`config.mk`:
```
export PLATFORM = sky130hd
export DESIGN_NAME = register_file
export DESIGN_NICKNAME = d
export VERILOG_FILES = /design/src/rtl/register_file.sv
export SDC_FILE = /design/constraint.sdc
export NUM_CORES = 2
export LEC_CHECK = 0
export CORE_ASPECT_RATIO = 0.5
export CORE_MARGIN = 1.5
export CORE_UTILIZATION = 30
export DETAILED_ROUTE_END_ITERATION = 6
export PLACE_DENSITY = 0.44
export SETUP_SLACK_MARGIN = 0.2
export SLEW_MARGIN = 5
export SYNTH_ARGS = -nofsm -noshare
export SYNTH_HDL_FRONTEND = slang
export SYNTH_SLANG_ARGS = --single-unit
```
`constraint.sdc`:
```
create_clock -name clock -period 5.2 [get_ports clock]
set_input_delay 1.04 -clock clock [delete_from_list [all_inputs] [get_ports clock]]
set_output_delay 1.04 -clock clock [all_outputs]
set_load 0.1 [all_outputs]
```
`src/rtl/register_file.sv`:
```
// 32 x XLEN register file with x0 tied to zero, write bypass and a pending scoreboard for multi-cycle producers.
// Reads and hazards are combinational; writes, pending bits and counters update on the rising edge. No backpressure.
module register_file #(
  parameter int XLEN   = 32,
  parameter int BYPASS = 1
) (
  input  logic            clock,
  input  logic            reset,
  input  logic [4:0]      rs1Address,
  input  logic [4:0]      rs2Address,
  input  logic [4:0]      rdAddress,
  input  logic            rdWriteEnable,
  input  logic [XLEN-1:0] rdWriteData,
  input  logic            reserveEnable,
  input  logic            releaseEnable,
  input  logic [4:0]      releaseAddress,
  input  logic [XLEN-1:0] releaseData,
  output logic [XLEN-1:0] rs1Data,
  output logic [XLEN-1:0] rs2Data,
  output logic            rs1Hazard,
  output logic            rs2Hazard,
  output logic [5:0]      pendingCount,
  output logic            scoreboardError
);

  logic [XLEN-1:0] regs [0:31];
  logic [31:0]     pending;
  logic [31:0]     pending_next;
  logic [5:0]      pending_count;
  logic            scoreboard_error;

  logic wr_en;
  logic rsv_en;
  logic rel_en;
  logic rel_same_rd;
  logic cnt_inc;
  logic cnt_dec;
  logic err_rel;
  logic err_rsv;
  logic err_wr;

  // Operations on x0 are filtered out here so nothing downstream needs to care.
  assign wr_en       = rdWriteEnable && (rdAddress != 5'd0);
  assign rsv_en      = reserveEnable && (rdAddress != 5'd0);
  assign rel_en      = releaseEnable && (releaseAddress != 5'd0);
  assign rel_same_rd = rel_en && (releaseAddress == rdAddress);

  always_comb begin
    pending_next = pending;
    if (rel_en) pending_next[releaseAddress] = 1'b0;
    if (rsv_en) pending_next[rdAddress] = 1'b1;
  end

  // A reserve of the register being released leaves it pending, so that release does not decrement.
  assign cnt_inc = rsv_en && !pending[rdAddress];
  assign cnt_dec = rel_en && pending[releaseAddress] && !(rsv_en && rel_same_rd);

  assign err_rel = rel_en && !pending[releaseAddress];
  assign err_rsv = rsv_en && pending[rdAddress] && !rel_same_rd;
  assign err_wr  = wr_en && pending[rdAddress] && !rel_same_rd;

  always_ff @(posedge clock or negedge reset) begin
    if (!reset) begin
      for (int i = 0; i < 32; i++) regs[i] <= '0;
      pending          <= '0;
      pending_count    <= '0;
      scoreboard_error <= 1'b0;
    end else begin
      if (rel_en) regs[releaseAddress] <= releaseData;
      if (wr_en) regs[rdAddress] <= rdWriteData;
      pending       <= pending_next;
      pending_count <= pending_count + {5'd0, cnt_inc} - {5'd0, cnt_dec};
      if (err_rel || err_rsv || err_wr) scoreboard_error <= 1'b1;
    end
  end

  always_comb begin
    rs1Data = regs[rs1Address];
    if (BYPASS != 0 && rs1Address != 5'd0) begin
      if (wr_en && rdAddress == rs1Address) rs1Data = rdWriteData;
      else if (rel_en && releaseAddress == rs1Address) rs1Data = releaseData;
    end
    if (rs1Address == 5'd0) rs1Data = '0;
  end

  always_comb begin
    rs2Data = regs[rs2Address];
    if (BYPASS != 0 && rs2Address != 5'd0) begin
      if (wr_en && rdAddress == rs2Address) rs2Data = rdWriteData;
      else if (rel_en && releaseAddress == rs2Address) rs2Data = releaseData;
    end
    if (rs2Address == 5'd0) rs2Data = '0;
  end

  // Without bypass the released value is not visible yet, so the hazard must stand.
  assign rs1Hazard = (rs1Address != 5'd0) && pending[rs1Address] &&
                     !(BYPASS != 0 && rel_en && releaseAddress == rs1Address);
  assign rs2Hazard = (rs2Address != 5'd0) && pending[rs2Address] &&
                     !(BYPASS != 0 && rel_en && releaseAddress == rs2Address);

  assign pendingCount    = pending_count;
  assign scoreboardError = scoreboard_error;

endmodule

```
## Yosys cells after proc, flatten, opt, wreduce, memory -nomap -nowiden

Cells that the tools add are included.
W data, S select, Z words.

- Add/sub/neg operators: 2
- $mul: 0
- Divide/modulo/power cells: 0
- Order comparisons: 12
- Equality and inequality tests: 5
- Shift operators: 0
- Multiplexer cells: 36
- Bitwise logic cells: 7
- Reduce and logical (&&, ||, !) cells: 39

Operators with widths:

| kind | number |
|---|---|
| $bwmux W1024 | 2 |
| $mux W1024 | 2 |
| $mux W32 | 16 |
| $bmux W32 S5 | 2 |
| $demux W32 S5 | 2 |
| $and A32 B32 Y32 | 1 |
| $not A32 Y32 | 1 |
| $or A32 B32 Y32 | 1 |
| $eq A5 B5 Y1 | 5 |
| $logic_and A1 B1 Y1 | 25 |
| $ge A6 B6 Y1 const B | 4 |
| $lt A5 B6 Y1 const B | 4 |
| $not A5 Y6 | 4 |
| $bmux W1 S5 | 4 |
| $reduce_bool A5 Y1 | 4 |
| $lt A6 B1 Y1 const B | 2 |
| $demux W1 S5 | 2 |
| $ge A5 B1 Y1 const B | 2 |
| $logic_not A5 Y1 | 2 |
| $add A6 B1 Y6 | 1 |
| $logic_not A1 Y1 | 6 |
| $mux W1 | 6 |
| $sub A6 B1 Y6 | 1 |
| $logic_or A1 B1 Y1 | 2 |

- Register bits after elaboration: 1063
- Latch bits: 0
- RAM bits: 0
- ROM bits: 0
- Input bits: 89
- Memories: 0

## Depth between registers and ports, before layout

- Depth in word-level cells: 9
- Gate-level depth with buffers: 15

## Least setup slack after synthesis

Ideal clock, no wire load.

- Kind: input -> output
- Start point: input port releaseAddress[2]
- End point: output port rs2Data[0]
- Arrival: 5.196 ns
- Required time: 4.160 ns
- Setup slack: -1.036 ns
- Stages: 8
- Buffers on the path: 3
- Path through: buf_2 xor2_1 nor3_1 and3_1 clkbuf_1 clkbuf_1 nor4_1 nor4_1

- Cells in the longest elaborated chain, start to end: 7

Ends and longest elaborated chain:

| element | RTL line | RTL |
|---|---|---|
| from (decl) | 16 | `input logic [4:0] releaseAddress,` |
| $reduce_bool A5 Y1 | 45 | `assign rel_en = releaseEnable && (releaseAddress != 5'd0);` |
| $logic_and A1 B1 Y1 | 45 |  |
| $logic_and A1 B1 Y1 (*) | 90 | `else if (rel_en && releaseAddress == rs2Address) rs2Data = releaseData;` |
| $mux W32 (*) | 90 |  |
| $mux W32 (*) | 89 | `if (wr_en && rdAddress == rs2Address) rs2Data = rdWriteData;` |
| $mux W32 (*) | 88 | `if (BYPASS != 0 && rs2Address != 5'd0) begin` |
| $mux W32 (*) | 92 | `if (rs2Address == 5'd0) rs2Data = '0;` |
| to (decl) | 19 | `output logic [XLEN-1:0] rs2Data,` |

Every way passes the cells marked *; elsewhere a longest branch is shown, timed or not.

## Final worst setup path

- Start point: input port rs2Address[3]
- End point: output port rs2Data[1]

- Cells in the longest elaborated chain, start to end: 8

Ends and longest elaborated chain:

| element | RTL line | RTL |
|---|---|---|
| from (decl) | 10 | `input logic [4:0] rs2Address,` |
| $not A5 Y6 (implied by the code) | 87 | `rs2Data = regs[rs2Address];` |
| $bmux W32 S5 | 87 |  |
| $mux W32 (implied by the code) (2 in series) | 87 |  |
| $mux W32 | 90 |  |
| $mux W32 | 89 |  |
| $mux W32 | 88 |  |
| $mux W32 (*) | 92 |  |

Every way passes the cells marked *; elsewhere a longest branch is shown, timed or not. The select of a mux whose other input is x is not followed.

==> reports/results.ini <==
[routing]
routed_wl_mm = 340
dr.pass1.iters = 6
ant_nets = 0
wire_per_inst_um = 35.7
via_per_inst = 6.03
drc = 0
vias = 57300
first_iter_violations = 7909

[global_route]
grt_overflow = 0
grt_pass1_wl_mm = 468
track_usage = 0.291
grt_antenna_before_repair = 18
grt_pass1_vias = 53700
grt_max_degree = 129

[sta]
setup_viol = 0
relSlewSlack = 0.181
layout_min_cycle_time_ns = 5.07
grt_setup_unrepaired = yes
setup_tns_ns = 0
fin_crit_sh = 0.974
fin_hold_ws_ns = 0.210
worst_slew_pin_slew_ns = 1.23
worst_slack_ns = 0.134
hold_violations = 0
fin_skew_ns = 0.00864
drv_slew = 0
fmaxAchievable_mhz = 197

[yosys]
synth.most_common_cell = dfrtp_1
synth_warnings = 0
synth_edf_count = 0
yosysSeqAreaShare = 0.393
syn_nets = 6600
synth.top_cell.area_share = 0.393
synthesis.area_um2 = 67700
synthArstFlopShare = 1.00
synth_ff_type = dfrtp_1
synth_top_area_cell = dfrtp_1
synthTopCellsByArea = dfrtp_1, mux4_2, mux2i_1, a21oi_1, nor2_1
synth_seq_cells = 1063
ys_types = 66
synth_commonest_cells = dfrtp_1, mux2i_1, nor2_1
postSynthCellCount = 6504
syn_area_per_cell_um2 = 10.4

[hold_path]
hold_path_class = input port to async pin

[cells_and_area]
design_area_um2 = 79500
drive_above_1_share = 0.221
fill_cells = 22300
area_growth_syn_to_layout_pct = 17.3
nNetsFinal = 6497

[pwr]
p_leak_nw = 34.2
p_per_area_nw_per_um2 = 399
peakVddDrop_mv = 0.275

[floorplan]
die_w_um = 675
core_um2 = 225000
initial_core_util = 0.301
rows = 123
ios = 162
die_h_um = 339
dieArea_um2 = 229000

[clock_tree]
clock_latency_ns = 0.73
cts_buffer_depth = 3
clk_pin_slew_ns = 0.06
cts_htree_levels = 3
cts_sinks = 1063
cts_root_buffer = clkbuf_16
numCtsBuffers = 116
cts_tree = yes
cts_hold_buffers = 0

[worst_setup_path]
cp.buffers_inverters = 4
path_class = input port to output port
cp.required_ns = 4.16
cp.arrival_ns = 4.03
cp-end-kind = output port
start_kind = input port
r2r_cells = 12
crit_fanout = 20
cp_num_cells = 8
worstPathCellList = buf_2, or2_2, or4_2, buf_4, o21ai_0, nor3_2, buf_4, buf_12
crit_top_cell = buf_4
slowest_stage = buf_2
slowest_delay_ns = 0.61
cpLargestDelayFamily = buffers and inverters

[run]
cap_viol_max_count = 0

[place]
dp_slack_ns = -0.353
routabilityCongestion = 0.917
dp_hpwl_mm = 221
io_buffers = 161
place_area_um2 = 75400

[run_status]
status = completed

==> through the flow <==
stage | util | power, mW | std cells
2_1_floorplan | - | 18.7 | 6504
6_report | 0.354 | 31.7 | 9509
4_1_cts | 0.353 | 31.6 | 9497
3_5_place_dp | 0.336 | 22.6 | 9282
5_1_grt | 0.354 | 32.9 | 9499
3_3_place_gp | 0.336 | 22.5 | 9281
==> layout by cell type (no fill, tap or decap), types with 65 or more instances in the layout <==
cell type,n
mux2i_1,1015
buf_12,156
nand2_1,462
nand3_1,65
clkbuf_16,118
buf_4,362
dfrtp_1,1063
mux4_2,545
a31oi_1,104
a21oi_1,803
nor2_1,786
a22oi_1,80
clkdlybuf4s50_1,77
o21ai_0,254
==> cell type report <==
cell class	count	area, um2	area share
well taps	3000	3750	0.0472
clock inverters	43	504	0.00635
clock buffers	171	3420	0.0431
multi-input cells	4595	38300	0.482
diodes	12	30.0	0.000378
inverters	13	48.8	0.000614
repair buffers	612	6790	0.0855
flip-flops and latches	1063	26600	0.335
==> cell families (layout without fill, tap and decap cells) <==
group	count (synthesis)	count (layout)	synth area share
mux	1593	1593	0.337
simple gates	1550	1550	0.0942
fa+ha+maj	7	7	0.00140
other cells	0	12	0
buf+inv	846	839	0.0552
xor+xnor	30	30	0.00388
compound gates	1415	1415	0.116
flops	1063	1063	0.393
==> sequential cells by signal (all words and copies together) (netlist names) <==
register / cells
scoreboardError: 1
regs: 1024
pending: 32
pendingCount: 6
==> metal layers <==
metal | routed length, um | track usage | part of all wire
met2 | 143000 | 0.417 | 0.42
met5 | 56 | 0 | 0.00016
met1 | 148000 | 0.420 | 0.44
met3 | 32600 | 0.0662 | 0.096
met4 | 16400 | 0.119 | 0.048
==> what timing repair did <==
action | 4_1_cts | 5_1_grt
pin swaps | 2 | 1
gates resized for setup | 17 | 9
endpoints found under the setup margin | 36 | 7
buffers inserted | 1 | 0
==> where the power goes <==
group / switching (mW) / internal, mW / leakage, nW
combinational: 5.46 / 4.88 / 19.4
sequential: 1.89 / 10.5 / 12.8
clock: 3.94 / 5.03 / 1.95
total: 11.3 / 20.4 / 34.2
==> worst paths after layout <==
path	start	to	slack (ns)
min in group clock	regs[1001]	regs[1001]	0.40
setup / recovery	rs2Address[3]	rs2Data[1]	0.13
setup reg to reg	pending[25]	pendingCount[4]	2.13
max in group asynchronous	reset	regs[406]	3.66
hold reg to reg	regs[1001]	regs[1001]	0.40
hold / removal	reset	regs[180]	0.21
(Power assumes the default switching activity.)
